## config.mk

```make
export PLATFORM = sky130hd
export DESIGN_NAME = fir_symm_mac
export DESIGN_NICKNAME = d
export VERILOG_FILES = /design/src/rtl/fir_pkg.sv /design/src/rtl/fir_sample_tick.sv /design/src/rtl/fir_symm_mac.sv
export SDC_FILE = /design/constraint.sdc
export NUM_CORES = 1
export LEC_CHECK = 0
export ABC_AREA = 1
export BUFFER_PORTS_ARGS = -buffer_cell sky130_fd_sc_hd__clkbuf_2
export CORE_MARGIN = 2
export CORE_UTILIZATION = 58
export CTS_BUF_LIST = sky130_fd_sc_hd__clkbuf_16
export CTS_CLUSTER_SIZE = 25
export DETAILED_ROUTE_END_ITERATION = 7
export PLACE_DENSITY = 0.82
export RECOVER_POWER = 25
export SYNTH_ARGS = -nofsm -noshare
export SYNTH_HDL_FRONTEND = slang
export SYNTH_SLANG_ARGS = --single-unit
```

## constraint.sdc

```tcl
create_clock -name clk -period 6.5 [get_ports clk]
set_input_delay 0.975 -clock clk [delete_from_list [all_inputs] [get_ports clk]]
set_output_delay 0.975 -clock clk [all_outputs]
set_load 0.02 [all_outputs]
```

## src/rtl/fir_pkg.sv

```systemverilog
// Shared types and constants for the symmetric FIR: FSM states, accumulator sizing, default taps.
// The default taps are the ones used by the 8-tap DAC low-pass.
package fir_pkg;

  typedef enum logic [1:0] {
    IDLE  = 2'd0,
    MAC   = 2'd1,
    SCALE = 2'd2,
    OUT   = 2'd3
  } fir_state_t;

  // Wide enough for HALF products of a signed coefficient and a doubled unsigned sample.
  function automatic int fir_acc_width(input int cw, input int dw, input int half);
    return cw + dw + 2 + $clog2(half);
  endfunction

  // Unique half of the coefficient set. Index 0 is the outermost tap.
  // TAPS=8 sums to 1000, giving a DC gain of 1000/1024 with SHIFT=10.
  // Any other length falls back to a flat box filter of roughly unity gain.
  function automatic int fir_default_coef(input int taps, input int k);
    if (taps == 8) begin
      case (k)
        0:       return 9;
        1:       return 48;
        2:       return 164;
        default: return 279;
      endcase
    end
    return 1024 / taps;
  endfunction

endpackage

```

## src/rtl/fir_sample_tick.sv

```systemverilog
// Free-running sample-rate divider: one-cycle sample_tick when the count reaches DIV-1.
module fir_sample_tick #(
  parameter int DIV = 500
) (
  input  logic clk,
  input  logic reset,
  output logic sample_tick
);

  localparam int CNTW = (DIV > 2) ? $clog2(DIV) : 1;

  logic [CNTW-1:0] r_cnt;

  always_ff @(posedge clk) begin
    if (reset) begin
      r_cnt <= '0;
    end else if (r_cnt == CNTW'(DIV - 1)) begin
      r_cnt <= '0;
    end else begin
      r_cnt <= r_cnt + 1'b1;
    end
  end

  assign sample_tick = (r_cnt == CNTW'(DIV - 1));

endmodule

```

## src/rtl/fir_symm_mac.sv

```systemverilog
// Symmetric-coefficient FIR with one shared pre-add/multiply/accumulate datapath, one tap pair per cycle.
// Define FIR_COEF_WR_EN to add run-time coefficient writes through a shadow bank.
module fir_symm_mac
  import fir_pkg::*;
#(
  parameter int DW    = 10,
  parameter int CW    = 12,
  parameter int TAPS  = 8,
  parameter int SHIFT = 10,
  parameter int DIV   = 500,
  localparam int HALF = (TAPS + 1) / 2,
  localparam int AW   = (HALF > 1) ? $clog2(HALF) : 1
) (
  input  logic          clk,
  input  logic          reset,
  input  logic [DW-1:0] data_in,
`ifdef FIR_COEF_WR_EN
  input  logic          coef_wr_en,
  input  logic [AW-1:0] coef_wr_addr,
  input  logic [CW-1:0] coef_wr_data,
`endif
  output logic          sample_tick,
  output logic          busy,
  output logic [DW-1:0] fir_data,
  output logic          fir_valid,
  output logic          sat_flag,
  output fir_state_t    dbg_state
);

  localparam int ACCW = fir_acc_width(CW, DW, HALF);
  localparam int PW   = DW + 1;
  localparam int XW   = $clog2(TAPS);
  localparam logic signed [ACCW-1:0] MAXV = ACCW'((2 ** DW) - 1);

  if (TAPS < 2 || TAPS > 64) begin : g_bad_taps
    $error("fir_symm_mac: TAPS must be in 2..64");
  end
  if (DIV < HALF + 3) begin : g_bad_div
    $error("fir_symm_mac: DIV must be at least HALF+3");
  end

  logic w_tick;

  fir_sample_tick #(.DIV(DIV)) u_tick (
    .clk         (clk),
    .reset       (reset),
    .sample_tick (w_tick)
  );

  logic [DW-1:0] r_x [TAPS];

  always_ff @(posedge clk) begin
    if (reset) begin
      for (int i = 0; i < TAPS; i++) r_x[i] <= '0;
    end else if (w_tick) begin
      r_x[0] <= data_in;
      for (int i = 1; i < TAPS; i++) r_x[i] <= r_x[i-1];
    end
  end

  logic signed [CW-1:0] w_coef [HALF];

`ifdef FIR_COEF_WR_EN
  logic signed [CW-1:0] r_shadow [HALF];
  logic signed [CW-1:0] r_active [HALF];

  // Writes go to the shadow bank at any time; the active bank only follows at a tick.
  always_ff @(posedge clk) begin
    if (reset) begin
      for (int i = 0; i < HALF; i++) begin
        r_shadow[i] <= CW'(fir_default_coef(TAPS, i));
        r_active[i] <= CW'(fir_default_coef(TAPS, i));
      end
    end else begin
      if (coef_wr_en && (int'(coef_wr_addr) < HALF)) r_shadow[coef_wr_addr] <= coef_wr_data;
      if (w_tick) r_active <= r_shadow;
    end
  end

  always_comb begin
    for (int i = 0; i < HALF; i++) w_coef[i] = r_active[i];
  end
`else
  always_comb begin
    for (int i = 0; i < HALF; i++) w_coef[i] = CW'(fir_default_coef(TAPS, i));
  end
`endif

  fir_state_t r_state, w_next;
  logic [AW-1:0] r_k;

  always_ff @(posedge clk) begin
    if (reset) r_state <= IDLE;
    else       r_state <= w_next;
  end

  always_comb begin
    w_next = r_state;
    case (r_state)
      IDLE:    if (w_tick) w_next = MAC;
      MAC:     if (r_k == AW'(HALF - 1)) w_next = SCALE;
      SCALE:   w_next = OUT;
      OUT:     w_next = IDLE;
      default: w_next = IDLE;
    endcase
  end

  logic [XW-1:0]             w_lo, w_hi;
  logic [PW-1:0]             w_pre;
  logic signed [CW+PW:0]     w_prod;
  logic signed [ACCW-1:0]    r_acc, w_s;
  logic [DW-1:0]             w_clamp;
  logic                      w_sat;

  // Odd lengths have an unpaired centre tap, which must not be doubled.
  always_comb begin
    w_lo  = XW'(r_k);
    w_hi  = XW'(TAPS - 1) - w_lo;
    w_pre = PW'(r_x[w_lo]) + PW'(r_x[w_hi]);
    if ((TAPS % 2 == 1) && (w_lo == XW'(HALF - 1))) w_pre = PW'(r_x[w_lo]);
    w_prod = w_coef[r_k] * $signed({1'b0, w_pre});
  end

  always_comb begin
    w_s     = r_acc >>> SHIFT;
    w_clamp = DW'(w_s);
    w_sat   = 1'b0;
    if (w_s < 0) begin
      w_clamp = '0;
      w_sat   = 1'b1;
    end else if (w_s > MAXV) begin
      w_clamp = '1;
      w_sat   = 1'b1;
    end
  end

  logic [DW-1:0] r_fir_data;
  logic          r_fir_valid;
  logic          r_sat;

  // The result is registered on leaving SCALE so fir_valid is high exactly while in OUT.
  always_ff @(posedge clk) begin
    if (reset) begin
      r_k         <= '0;
      r_acc       <= '0;
      r_fir_data  <= '0;
      r_fir_valid <= 1'b0;
      r_sat       <= 1'b0;
    end else begin
      r_fir_valid <= 1'b0;
      r_sat       <= 1'b0;
      case (r_state)
        IDLE: begin
          if (w_tick) begin
            r_k   <= '0;
            r_acc <= '0;
          end
        end
        MAC: begin
          r_acc <= r_acc + ACCW'(w_prod);
          r_k   <= r_k + 1'b1;
        end
        SCALE: begin
          r_fir_data  <= w_clamp;
          r_sat       <= w_sat;
          r_fir_valid <= 1'b1;
        end
        default: ;
      endcase
    end
  end

  assign sample_tick = w_tick;
  assign busy        = (r_state != IDLE);
  assign fir_data    = r_fir_data;
  assign fir_valid   = r_fir_valid;
  assign sat_flag    = r_sat;
  assign dbg_state   = r_state;

endmodule

```

# After elaboration in Yosys (flattened, before gate mapping)
# Memories as Yosys holds them, arrays and structs flattened. A register that Yosys moved wholly into a read port is not among the register bits.
# Index checks and enable logic that the tools add are counted.
op_classes:
  bitwise_logic: 10
  n_mul: 1
  n_mux: 30
  n_lt_le_gt_ge: 3
  n_reduce_logical: 7
  shifts: 0
  div_mod_pow: 0
  eq_ne: 7
  addsub: 5
ops:
  columns: ["operator", "n"]
  rows:
  - ["$mux W10", 10]
  - ["$pmux W26 S2", 1]
  - ["$add A26 B24 Y26", 1]
  - ["$mux W26", 1]
  - ["$bmux W12 S2", 1]
  - ["$mul A12 B12 Y24", 1]
  - ["$mux W12", 2]
  - ["$gt A16 B11 Y1 const B", 1]
  - ["$lt A16 B1 Y1 const B", 1]
  - ["$add A10 B10 Y11", 1]
  - ["$add A9 B1 Y9 const B", 1]
  - ["$eq A9 B9 Y1 const B", 1]
  - ["$mux W1", 8]
  - ["$or A1 B1 Y1", 8]
  - ["$pmux W2 S4", 1]
  - ["$eq A2 B2 Y1 const B", 3]
  - ["$mux W2", 3]
  - ["$mux W3", 2]
  - ["$ne A2 B2 Y1 const B", 2]
  - ["$pmux W2 S2", 1]
  - ["$reduce_and A2 Y1", 2]
  - ["$reduce_bool A2 Y1", 2]
  - ["$reduce_or A2 Y1", 2]
  - ["$ge A3 B3 Y1 const B", 1]
  - ["6 further kinds", 6]
word_totals:
  ram_bits: 80
  memories: 1
  latch_bits: 0
  romBits: 0
  register_bits: 51
  inputBits: 12
memory_table:
  columns: ["name", "depth", "width", "read_ports", "rd_ports_with_merged_regs", "write_ports", "line_no", "rtl"]
  rows:
  - ["r_x", 8, 10, 9, 1, 8, "fir_symm_mac.sv:50", "logic [DW-1:0] r_x [TAPS];"]

# Depth between registers and ports, before layout
# Gate-level depths: netlist of the first run.
logic_depth:
  ltp_word: 7
  mapped_depth: 37

# Hierarchy
# From an unflattened synthesis of the first run, not the netlist that was laid out.
unflattened:
  cells_unflattened: 1324
  area_unflattened_um2: 10431.3
by_module_without_submodules:
  columns: ["module", "area_each_um2", "n_inst", "seq_area_each_um2", "cells_per_inst"]
  rows:
  - ["fir_symm_mac", 9970.8, 1, 3283.1, 1257]
  - ["fir_sample_tick", 460.4, 1, 180.2, 67]

# Least setup slack after synthesis of the first run
# Ideal clock, no wire load.
synth_path:
  kind: "reg-to-reg"
  startpoint: "register r_k[0]"
  endpoint: "register r_acc[24]"
  stages_incl_launch_ff: 33
  setup_time_ns: 0.115
  arrival_ns: 6.165
  n_path_buf: 2
  period_less_slack_ns: 6.280
  path_slack_ns: 0.220
  cell_sequence: "dfxtp_1 buf_2 clkinv_1 clkbuf_1 o21ai_0 a21oi_1 a21oi_1 ha_1 a21oi_1 nand2_1 a21oi_2 o21bai_1 or2_1 nand2_2 nor2_1 fa_1 inv_1 fa_1 inv_1 fa_1 fa_1 inv_1 fa_1 inv_1 ha_1 nand2_1 inv_1 a21oi_1 o21bai_1 nand2_1 nand3_1 a21oi_1 nor2_1"
synth_between:
  elab_chain_cells: 7
synth_rtl:
  columns: ["item", "line_no", "rtl"]
  rows:
  - ["from (decl)", "fir_symm_mac.sv:90", "logic [AW-1:0] r_k;"]
  - ["from (signal assigned)", "fir_symm_mac.sv:161", "r_k <= r_k + 1'b1;"]
  - ["branches (longest 4 deep; another with $add A10 B10 Y11)", null, null]
  - ["$mul A12 B12 Y24 (*)", "fir_symm_mac.sv:121", "w_prod = w_coef[r_k] * $signed({1'b0, w_pre});"]
  - ["$add A26 B24 Y26 (*)", "fir_symm_mac.sv:160", "r_acc <= r_acc + ACCW'(w_prod);"]
  - ["$pmux W26 S2 (*)", "fir_symm_mac.sv:152", "case (r_state)"]
  - ["to (signal assigned)", "fir_symm_mac.sv:160", null]
  - ["to (decl)", "fir_symm_mac.sv:111", "logic signed [ACCW-1:0] r_acc, w_s;"]
# Mark *: on every way between the ends. The select of a mux whose other input is x is not followed.
# A chain may end at the register's enable or synchronous reset.

==> out/results.tsv, run 1 <==
stage	metric	value	unit
sta	finalSetupViolations	0	
power	pwr-share-seq	15.4	%
power	p_sw_share	50.2	%
worst_setup_path	required	6.82	ns
global_route	grt_overflow_total	0	
min_path	min_from	u_tick.r_cnt[0]	
global_route	antenna_found_initial	0	
worst_setup_path	cpPeakStageDelay	0.55	ns
die	rows	49	
finish	instances_no_fill	1616	
sta	timing.final.ws_setup	0.267	ns
worst_setup_path	crit_path_frequent_cell	fa_1	
clock_network	cts_tree	yes	
die	die_h	138	um
worst_setup_path	critPathLaunchType	flop	
global_route	grt_max_degree	90	
clock_network	cts_buffers	17	
clock_network	cts_root_buffer	clkbuf_16	
worst_setup_path	cp_max_fo	10	
place	placedInstanceArea	0.0110	sq mm
finish	syn_to_final_growth	15.1	%
clock_network	clk_pin_slew	0.06	ns
power	clkPwrFrac	14.5	%
route	dr.first_iter.drc_count	892	
route	route.antenna.remaining_nets	0	
route	wl	24.9	mm
outcome	violations	max-capacitance violations, max-slew violations	
clock_network	clock_latency	0.43	ns
route	num_vias	8738	
worst_setup_path	cp-end-kind	flop	
clock_network	htree_levels	4	
global_route	grt_usage	25.5	%
power	p_int	3.28	mW
finish	drive_gt1_share	14.1	%
die	die_area	0.0190	sq mm
route	wl_met3	2.29	mm
route	avgRoutedWirePerCell	15.4	um
yosys	yosysUniqueCellTypes	36	
worst_setup_path	cp_slowest_cell	fa_1	
sta	hold_viol_final	0	
route	wl_met2	11.5	mm
place	portBuffers	27	
power	powerDensity	549	mW/mm^2
yosys	synth_area_per_cell	7.90	sq um
yosys	yosys_register_bits	133	
route	drt_pass1_iterations	6	
place	pre_cts_ws	-0.239	ns
yosys	synthArstFlopShare	0	%
finish	final_cell_area	0.0120	sq mm
finish	nets	1550	
die	die_width	138	um
power	total_leakage_power	6.07	nW
yosys	synth_edf_count	80	
global_route	grt_first_pass_wirelength	39.2	mm
clock_network	cts_sinks	133	
place	place_inst	1578	
yosys	synth_fp_nets	1493	
yosys	syn_area	0.0104	sq mm
finish	n_antenna_cell	0	
sta	fin_setup_tns	0	ns
route	drc	0	
worst_setup_path	cp.arrival	6.56	ns
power	combPwrFrac	70.1	%
yosys	yosysWarnings	0	
power	power_switching	3.30	mW
worst_setup_path	critical_path_class	flop to flop	
yosys	synthCells	1318	
power	peakVddDrop	0.718	mV
die	start_util	58.6	%
worst_setup_path	rrSetupSlack	0.27	ns
global_route	grt_pass1_vias	8120	
yosys	yosysSeqAreaShare	33.2	%
sta	period_share	95.9	%
finish	final_common_cell	inv_1	
clock_network	clk_path_buf_depth	2	
sta	fmax	160	MHz
sta	skew	0.00951	ns
finish	layout_common_cells	311 x inv_1, 205 x nand2_1, 161 x nor2_1	
sta	relSlewSlack	-133	%
sta	hold_ws	0.447	ns
finish	fin_util	67.5	%
place	gp_congestion	0.952	
sta	tightestPinTransition	3.48	ns
place	hpwl	18.0	mm
flow_run	cap_violations	1	
die	coreArea	0.0178	sq mm
outcome	outcome	finished, violations left	
route	detail_route.vias_per_cell	5.41	
route	top_layer_used	met4	
die	ioPinCount	28	
power	total_power	6.59	mW
min_path	min_path_type	flop to flop	
sta	final-max-slew-violation-count	90	
sta	min_period	6.23	ns
route	wl_met1	10.7	mm
yosys	synth_flop_cell	edfxtp_1	
## flip-flops by register name (all words and copies together), names as in the netlist, named ones only
| signal | count |
|---|---|
| r_x | 80 |
| r_acc | 26 |
| u_tick.r_cnt | 9 |
| fir_data | 10 |
| r_k | 2 |
| dbg_state | 2 |
| fir_valid | 1 |
| sat_flag | 1 |
## logic make-up (layout without fill, tap and decap cells)
kind of cell,Yosys count,after routing,share of synthesized area [%]
AOI/OAI and AO/OA,193,193,9.92
and+or+nand+nor,463,463,18.3
DFF,133,133,33.2
adders and majority gates,163,163,24.7
buffers and inverters,360,429,13.3
xor gates and xnor gates,6,6,0.505
## cells in the mapped netlist, types with 5 or more instances
cell type / number / area [sq um]
ha_1: 92 / 1150
fa_1: 71 / 1420
nand3_2: 5 / 50.1
a21oi_1: 121 / 606
nand3_1: 35 / 175
nand2_1: 218 / 818
nand2_2: 8 / 50.1
edfxtp_1: 80 / 2400
a21oi_2: 11 / 96.3
nor2_1: 170 / 638
inv_1: 320 / 1200
clkbuf_1: 26 / 97.6
dfxtp_1: 53 / 1060
nor3_1: 9 / 45.0
nand3b_1: 5 / 37.5
o21ai_0: 50 / 250
## final timing paths
| check | endpoint | depth (start not counted) |
|---|---|---|
| max | r_acc[23] | 31 |
| min | u_tick.r_cnt[0] | 1 |
| max reg2reg | r_acc[23] | 31 |
| min reg2reg | u_tick.r_cnt[0] | 1 |
## cell type report
cell class / count / area (sq um)
clock inverter: 14 / 143
inverter: 325 / 1230
multi-input combinational: 825 / 5930
fill: 1372 / 5790
timing repair buffer: 73 / 510
sequential: 133 / 3460
tap: 229 / 287
clock buffer: 17 / 425
## worst max-delay path: cells and delay by family (launching register included)
kind | cells | cell delay (ns)
simple gates | 13 | 1.15
fa+ha+maj | 8 | 3.42
compound gates | 3 | 0.47
buf+inv | 6 | 0.53
xor+xnor | 1 | 0.19
flops | 1 | 0.33
## power by group through the flow
stage | Clock (mW) | Sequential (mW) | Combinational [mW]
after CTS | 0.960 | 1.01 | 3.65
after global routing | 0.986 | 1.02 | 5.12
final | 0.957 | 1.02 | 4.61
after global placement | 0 | 1.02 | 3.48
after floorplan | 0 | 1.02 | 2.49
after detailed placement | 0 | 1.03 | 3.56
## routing by layer
layer / up-vias / track usage, %
met3: 57 / 4.81
met1: 4081 / 36.8
met5: - / 0
met2: 414 / 39.4
li1: 4186 / -
met4: 0 / 8.11
## timing repair
item / 4_1_cts / 5_1_grt
setup buffers: 0 / 6
gates cloned: 0 / 1
endpoints found under the setup margin: 16 / 18
pin swaps: 0 / 36
resized for setup: 8 / 97
hold buffers: 0 / 0
Note: power is estimated with default switching activity, not from simulation.
==> run 2: changes to the inputs <==
--- a/config.mk
+++ b/config.mk
@@ -5,8 +5,8 @@
 export SDC_FILE = /design/constraint.sdc
 export NUM_CORES = 1
 export LEC_CHECK = 0
-export ABC_AREA = 1
 export BUFFER_PORTS_ARGS = -buffer_cell sky130_fd_sc_hd__clkbuf_2
+export CAP_MARGIN = 15
 export CORE_MARGIN = 2
 export CORE_UTILIZATION = 58
 export CTS_BUF_LIST = sky130_fd_sc_hd__clkbuf_16
==> run 2 against run 1 <==
Net effect: the run ends with max-capacitance violations, max-slew violations, negative setup slack left; wire length grew 8.6%; sequential cell count is the same; first-iteration DRC count shrank 25%; hold slack gained 0.0042 ns; core utilization grew 4.5 points; final area grew 3.4%; global-route usage grew 2.6 points; critical endpoint is now r_acc[19].
==> out/results.tsv, run 2 <==
stage	metric	value	unit	change
place	gp_congestion	0.910		was 0.952
sta	relSlewSlack	-67.0	%	was -133%
finish	drive_gt1_share	24.4	%	was 14.1%
worst_setup_path	critPathLaunchType	flop		unchanged
global_route	antenna_found_initial	0		unchanged
yosys	ys_top_cells_by_area	edfxtp_1 24%, fa_1 14%, ha_1 11%, dfxtp_1 10%, inv_1 6.3%		was edfxtp_1 23%, fa_1 14%, inv_1 12%, ha_1 11%, dfxtp_1 10%
finish	nets	1261		was 1,550
clock_network	cts_root_buffer	clkbuf_16		unchanged
yosys	yosys_register_bits	133		unchanged
outcome	violations	max-capacitance violations, max-slew violations, negative setup slack		was max-capacitance violations, max-slew violations
global_route	grt_first_pass_wirelength	39.3	mm	was 39.2 mm
die	die_h	136	um	was 138 um
finish	multi_input_area	0.00657	sq mm	was 0.00593 sq mm
yosys	synth_flop_cell	edfxtp_1		unchanged
worst_setup_path	required	6.85	ns	was 6.82 ns
outcome	outcome	finished, violations left		unchanged
sta	skew	0.0102	ns	was 0.00951 ns
sta	hold_viol_final	0		unchanged
sta	fin_setup_tns	-4.85	ns	was 0 ns
worst_setup_path	cp_max_fo	6		was 10
yosys	synthTopCellsByCount	171 x inv_1, 92 x ha_1, 80 x edfxtp_1		was 320 x inv_1, 218 x nand2_1, 170 x nor2_1
yosys	synthArstFlopShare	0	%	unchanged
finish	largest_reg_flops	80		unchanged
route	route.antenna.remaining_nets	0		unchanged
power	powerDensity	232	mW/mm^2	was 549 mW/mm^2
finish	instances_no_fill	1324		was 1,616
clock_network	htree_levels	4		unchanged
global_route	grt_usage	28.1	%	was 25.5%
worst_setup_path	critical_path_class	flop to flop		unchanged
finish	syn_to_final_growth	22.1	%	was 15.1%
route	avgRoutedWirePerCell	20.5	um	was 15.4 um
yosys	yosysSeqAreaShare	34.1	%	was 33.2%
sta	timing.final.ws_setup	-0.416	ns	was 0.267 ns
die	die_area	0.0186	sq mm	was 0.0190 sq mm
yosys	synth_edf_count	80		unchanged
route	drt_pass1_iterations	5		was 6
finish	fill_cells	1040		was 1,372
sta	period_share	106	%	was 95.9%
route	wl	27.1	mm	was 24.9 mm
yosys	netlist.area_leader.share	23.6	%	was 23.1%
sta	tightestPinTransition	2.51	ns	was 3.48 ns
worst_setup_path	cp.depth	25		was 31
clock_network	cts_tree	yes		unchanged
place	pre_cts_ws	-0.407	ns	was -0.239 ns
clock_network	clk_path_buf_depth	2		unchanged
worst_setup_path	cp_slowest_cell	a2111oi_2		was fa_1
flow_run	cap_violations	2		was 1
clock_network	clk_pin_slew	0.07	ns	was 0.06 ns
global_route	grt_pass1_vias	7568		was 8,120
route	dr.first_iter.drc_count	669		was 892
finish	final_cell_area	0.0124	sq mm	was 0.0120 sq mm
power	total_leakage_power	5.55	nW	was 6.07 nW
die	ioPinCount	28		unchanged
yosys	yosysMostFrequentCell	inv_1		unchanged
die	start_util	59.0	%	was 58.6%
worst_setup_path	cp.arrival	7.26	ns	was 6.56 ns
yosys	synth_fp_nets	1168		was 1,493
place	placedInstanceArea	0.0110	sq mm	about the same
worst_setup_path	cp_num_buf_inv	7		was 6
worst_setup_path	rrSetupSlack	-0.42	ns	was 0.27 ns
worst_setup_path	reg2reg_depth	25		was 31
place	hpwl	16.3	mm	was 18.0 mm
sta	finalSetupViolations	15		was 0
sta	final-max-slew-violation-count	111		was 90
finish	largest-register	r_x		unchanged
sta	fmax	145	MHz	was 160 MHz
route	num_vias	7886		was 8,738
finish	n_antenna_cell	0		unchanged
global_route	grt_max_degree	89		was 90
worst_setup_path	cpPeakStageDelay	0.62	ns	was 0.55 ns
finish	regArea	0.00347	sq mm	was 0.00346 sq mm
yosys	yosysWarnings	0		unchanged
worst_setup_path	critical-path-top-delay-family	adder cells		unchanged
yosys	synthCells	993		was 1,318
route	detail_route.vias_per_cell	5.96		was 5.41
finish	layout_common_cells	157 x inv_1, 80 x edfxtp_1, 72 x buf_4		was 311 x inv_1, 205 x nand2_1, 161 x nor2_1
finish	final_common_cell	inv_1		unchanged
die	rows	48		was 49
yosys	synth_area_per_cell	10.2	sq um	was 7.90 sq um
sta	min_period	6.92	ns	was 6.23 ns
die	coreArea	0.0172	sq mm	was 0.0178 sq mm
route	drc	0		unchanged
clock_network	cts_buffers	17		unchanged
worst_setup_path	cp-startpoint	r_k[0]		
sta	hold_ws	0.451	ns	was 0.447 ns
worst_setup_path	r2r-start	r_k[0]		
global_route	grt_overflow_total	0		unchanged
yosys	yosysUniqueCellTypes	64		was 36
yosys	syn_area	0.0102	sq mm	was 0.0104 sq mm
place	portBuffers	27		unchanged
clock_network	clock_latency	0.45	ns	was 0.43 ns
yosys	synth_top_area_cell	edfxtp_1		unchanged
worst_setup_path	r2r-end	r_acc[19]		was r_acc[23]
sta	rsz0062_at_grt	true		
min_path	min_path_type	flop to flop		unchanged
min_path	whs_path_depth	2		was 1
worst_setup_path	crit_end	r_acc[19]		was r_acc[23]
power	peakVddDrop	0.261	mV	was 0.718 mV
place	place_inst	1271		was 1,578
die	die_width	136	um	was 138 um
worst_setup_path	cp-end-kind	flop		unchanged
clock_network	cts_sinks	133		unchanged
-- run 2: cell types whose count changed in the layout (fill, tap and decap cells not counted), moves of 17 or more --
| cell | before | now |
|---|---|---|
| nor2b_1 | 0 | 33 |
| mux2i_1 | 0 | 17 |
| nand3_1 | 28 | 8 |
| mux4_2 | 0 | 20 |
| and3_1 | 0 | 64 |
| nand2_1 | 205 | 51 |
| inv_1 | 311 | 157 |
| o21ai_0 | 46 | 9 |
| and2_1 | 0 | 39 |
| a21oi_1 | 104 | 12 |
| buf_4 | 39 | 72 |
| nor2_1 | 161 | 61 |
-- run 2: area by class of cell --
cell class / count / share of cell area (%)
clock inverters: 15 / 1.57
flip-flops and latches: 133 / 28.0
repair buffers: 113 / 6.56
clock buffers: 17 / 3.43
well taps: 225 / 2.27
multi-input cells: 649 / 53.0
inverters: 172 / 5.21
-- run 2: routing by layer --
layer,global-route usage (%),share of wire [%],vias up
li1,-,-,3522
met5,0,0,-
met2,45.3,50,353
met4,10.1,2.8,0
met1,36.6,39,3929
met3,7.61,7.8,82
-- run 2: stage by stage --
| step | total power [mW] | util [%] |
|---|---|---|
| 2_1_floorplan | 1.39 | - |
| 3_3_place_gp | 1.56 | 64.0 |
| 3_5_place_dp | 1.58 | 64.0 |
| 4_1_cts | 2.73 | 70.1 |
| 5_1_grt | 2.98 | 72.0 |
| 6_report | 2.88 | 72.0 |
-- run 2: report_power, final --
part           internal, mW  switching, mW  total, mW
sequential            0.916         0.0153      0.931
clock                 0.590          0.458       1.05
combinational         0.397          0.501      0.899
total                  1.90          0.975       2.88
-- run 2: timing repair --
item / 4_1_cts / 5_1_grt
resized for setup: 68 / 67
endpoints found under the setup margin: 14 / 18
gates cloned: 0 / 0
pin swaps: 41 / 52
setup buffers: 14 / 9
hold buffers: 0 / 0
-- run 2: cells by family (layout without fill, tap and decap cells) --
kind of cell,after synthesis,after routing,synth area share (%)
buffers and inverters,211,317,7.89
AND/OR/NAND/NOR,311,311,16.1
flip-flops,133,133,34.1
XOR/XNOR,25,25,2.15
AO/OA/AOI/OAI,112,112,8.20
adder cells (fa/ha/maj),163,163,25.3
multiplexers,38,38,6.21
-- run 2: worst min-delay path by stage --
stage          slack, ns   endpoint       from
2_1_floorplan       0.43  r_acc[18]  r_acc[18]
3_3_place_gp        0.43  r_acc[18]  r_acc[18]
3_5_place_dp        0.44  r_acc[18]  r_acc[18]
4_1_cts             0.45  r_acc[18]  r_acc[18]
5_1_grt             0.48  r_acc[18]  r_acc[18]
6_report            0.45  r_acc[18]  r_acc[18]
-- run 2: tightest hold or removal path: cells and delay by family, from the launching register on --
kind | cells | cell delay [ns]
AO/OA/AOI/OAI | 1 | 0.05
flip-flops | 1 | 0.31
AND/OR/NAND/NOR | 1 | 0.05
==> run 3: changes to the inputs <==
==> constraint.sdc (replaced) <==
create_clock -name clk -period 6.5 [get_ports clk]
set_input_delay 0.325 -clock clk [delete_from_list [all_inputs] [get_ports clk]]
set_output_delay 0.325 -clock clk [all_outputs]
set_load 0.02 [all_outputs]
==> run 3 against run 2 <==
Net effect: the run still ends with max-capacitance violations, max-slew violations, negative setup slack left; clock skew grew 0.00058 ns; hold slack lost 0.25 ns; final cell count shrank 0.60%; final area shrank 2.0%; via count shrank 1.3%; clock-buffer cell count is the same; combinational power shrank 9.0%.
==> out/results.tsv, run 3 (same netlist as run 2, synthesis figures left out) <==
stage	metric	value	unit	change
sta	fmax	145	MHz	about the same
sta	rsz0062_at_grt	true		unchanged
die	start_util	59.0	%	unchanged
global_route	grt_first_pass_wirelength	39.5	mm	was 39.3 mm
global_route	grt_overflow_total	0		unchanged
sta	min_period	6.89	ns	was 6.92 ns
power	power_switching	0.923	mW	was 0.975 mW
die	die_width	136	um	unchanged
power	pwr-share-seq	33.4	%	was 32.4%
worst_setup_path	critical-path-top-delay-family	adder cells		unchanged
clock_network	cts_buffers	17		unchanged
flow_run	cap_violations	1		was 2
die	rows	48		unchanged
power	combPwrFrac	29.3	%	was 31.2%
global_route	grt_usage	27.7	%	was 28.1%
sta	period_share	106	%	about the same
min_path	min_from	data_in[6]		was r_acc[18]
worst_setup_path	cpPeakStageDelay	0.56	ns	was 0.62 ns
place	gp_congestion	0.890		was 0.910
global_route	grt_pass1_vias	7873		was 7,568
worst_setup_path	cp_max_fo	5		was 6
power	clkPwrFrac	37.3	%	was 36.4%
clock_network	cts_root_buffer	clkbuf_16		unchanged
finish	layout_common_cells	161 x inv_1, 80 x edfxtp_1, 77 x ha_1		was 157 x inv_1, 80 x edfxtp_1, 72 x buf_4
place	hpwl	15.9	mm	was 16.3 mm
place	pre_cts_ws	-0.347	ns	was -0.407 ns
route	num_vias	7782		was 7,886
power	total_leakage_power	5.50	nW	was 5.55 nW
global_route	grt_max_degree	89		unchanged
finish	n_antenna_cell	0		unchanged
outcome	violations	max-capacitance violations, max-slew violations, negative setup slack		unchanged
power	powerDensity	230	mW/mm^2	was 232 mW/mm^2
min_path	min_path_type	input pin to flop		was flop to flop
power	peakVddDrop	0.196	mV	was 0.261 mV
finish	instances_no_fill	1316		was 1,324
sta	skew	0.0108	ns	was 0.0102 ns
clock_network	htree_levels	4		unchanged
sta	finalSetupViolations	14		was 15
finish	nets	1253		was 1,261
power	p_sw_share	33.0	%	was 33.9%
sta	final-max-slew-violation-count	50		was 111
route	drt_pass1_iterations	5		unchanged
finish	largest_reg_flops	80		unchanged
die	die_h	136	um	unchanged
worst_setup_path	required	6.82	ns	was 6.85 ns
die	coreArea	0.0172	sq mm	unchanged
route	detail_route.vias_per_cell	5.91		was 5.96
route	avgRoutedWirePerCell	19.8	um	was 20.5 um
global_route	antenna_found_initial	0		unchanged
sta	tightestPinTransition	2.46	ns	was 2.51 ns
worst_setup_path	cp_slowest_cell	mux4_2		was a2111oi_2
worst_setup_path	cp-startpoint	r_x[2][0]		was r_k[0]
outcome	outcome	finished, violations left		unchanged
worst_setup_path	critPathLaunchType	flop		unchanged
place	portBuffers	27		unchanged
clock_network	cts_hold_buf	0		unchanged
clock_network	clock_latency	0.43	ns	was 0.45 ns
die	die_area	0.0186	sq mm	unchanged
route	wl	26.0	mm	was 27.1 mm
clock_network	cts_sinks	133		unchanged
finish	drive_gt1_share	20.8	%	was 24.4%
finish	final_common_cell	inv_1		unchanged
sta	hold_viol_final	0		unchanged
sta	timing.final.ws_setup	-0.389	ns	was -0.416 ns
power	p_int	1.87	mW	was 1.90 mW
worst_setup_path	cp_num_buf_inv	5		was 7
route	dr.first_iter.drc_count	709		was 669
clock_network	cts_tree	yes		unchanged
power	total_power	2.79	mW	was 2.88 mW
die	ioPinCount	28		unchanged
worst_setup_path	r2r-start	r_x[2][0]		was r_k[0]
finish	syn_to_final_growth	19.7	%	was 22.1%
clock_network	clk_pin_slew	0.07	ns	about the same
route	route.antenna.remaining_nets	0		unchanged
sta	relSlewSlack	-63.9	%	was -67.0%
clock_network	clk_path_buf_depth	2		unchanged
finish	largest-register	r_x		unchanged
place	place_inst	1273		was 1,271
worst_setup_path	critical_path_class	flop to flop		unchanged
worst_setup_path	cp.arrival	7.20	ns	was 7.26 ns
worst_setup_path	cp-end-kind	flop		unchanged
route	drc	0		unchanged
[run 3: worst paths after layout]
| check | to | depth (start not counted) | slack (ns) |
|---|---|---|---|
| worst max-delay path | r_acc[17] | 25 | -0.39 |
| worst min-delay path | r_x[0][6] | 2 | 0.20 |
| worst max register to register | r_acc[17] | 25 | -0.39 |
| worst min register to register | u_tick.r_cnt[0] | 1 | 0.46 |
[run 3: metrics by stage]
stage          area [sq um]  hold slack [ns]  utilization [%]  TNS, ns
6_report              12200            0.205             70.5    -3.70
5_1_grt               12200            0.196             70.5    -5.91
4_1_cts               12000            0.196             69.7   -0.398
3_5_place_dp          11000            0.453             64.1    -3.33
3_3_place_gp          11000            0.433             64.1    -2.05
2_1_floorplan         10300            0.425                -        0
[run 3: what timing repair did]
item | 4_1_cts | 5_1_grt
resized for setup | 58 | 26
buffers inserted | 9 | 1
endpoints found under the setup margin | 14 | 17
pin swaps | 46 | 12
[run 3: routing by layer]
layer | up-vias | GRT usage (%) | wire length (um) | part of all wire [%]
li1 | 3505 | - | - | -
met4 | 0 | 12.2 | 965 | 3.7
met3 | 89 | 4.51 | 1740 | 6.7
met5 | - | 0 | 0 | 0
met2 | 377 | 45.0 | 12900 | 50
met1 | 3811 | 36.9 | 10400 | 40
[run 3: layout make-up]
class                      count  area, sq um
tap                          225          282
clock buffer                  17          425
clock inverter                15          196
sequential                   133         3470
timing repair buffer         105          727
fill                        1084         5080
multi-input combinational    649         6410
inverter                     172          646
[run 3: power groups by stage]
stage / Clock [mW] / Sequential, mW / Combinational, mW
after detailed placement: 0 / 0.947 / 0.649
after CTS: 1.04 / 0.930 / 0.750
after global placement: 0 / 0.946 / 0.627
after floorplan: 0 / 0.945 / 0.448
final: 1.04 / 0.932 / 0.818
after global routing: 1.07 / 0.933 / 0.896
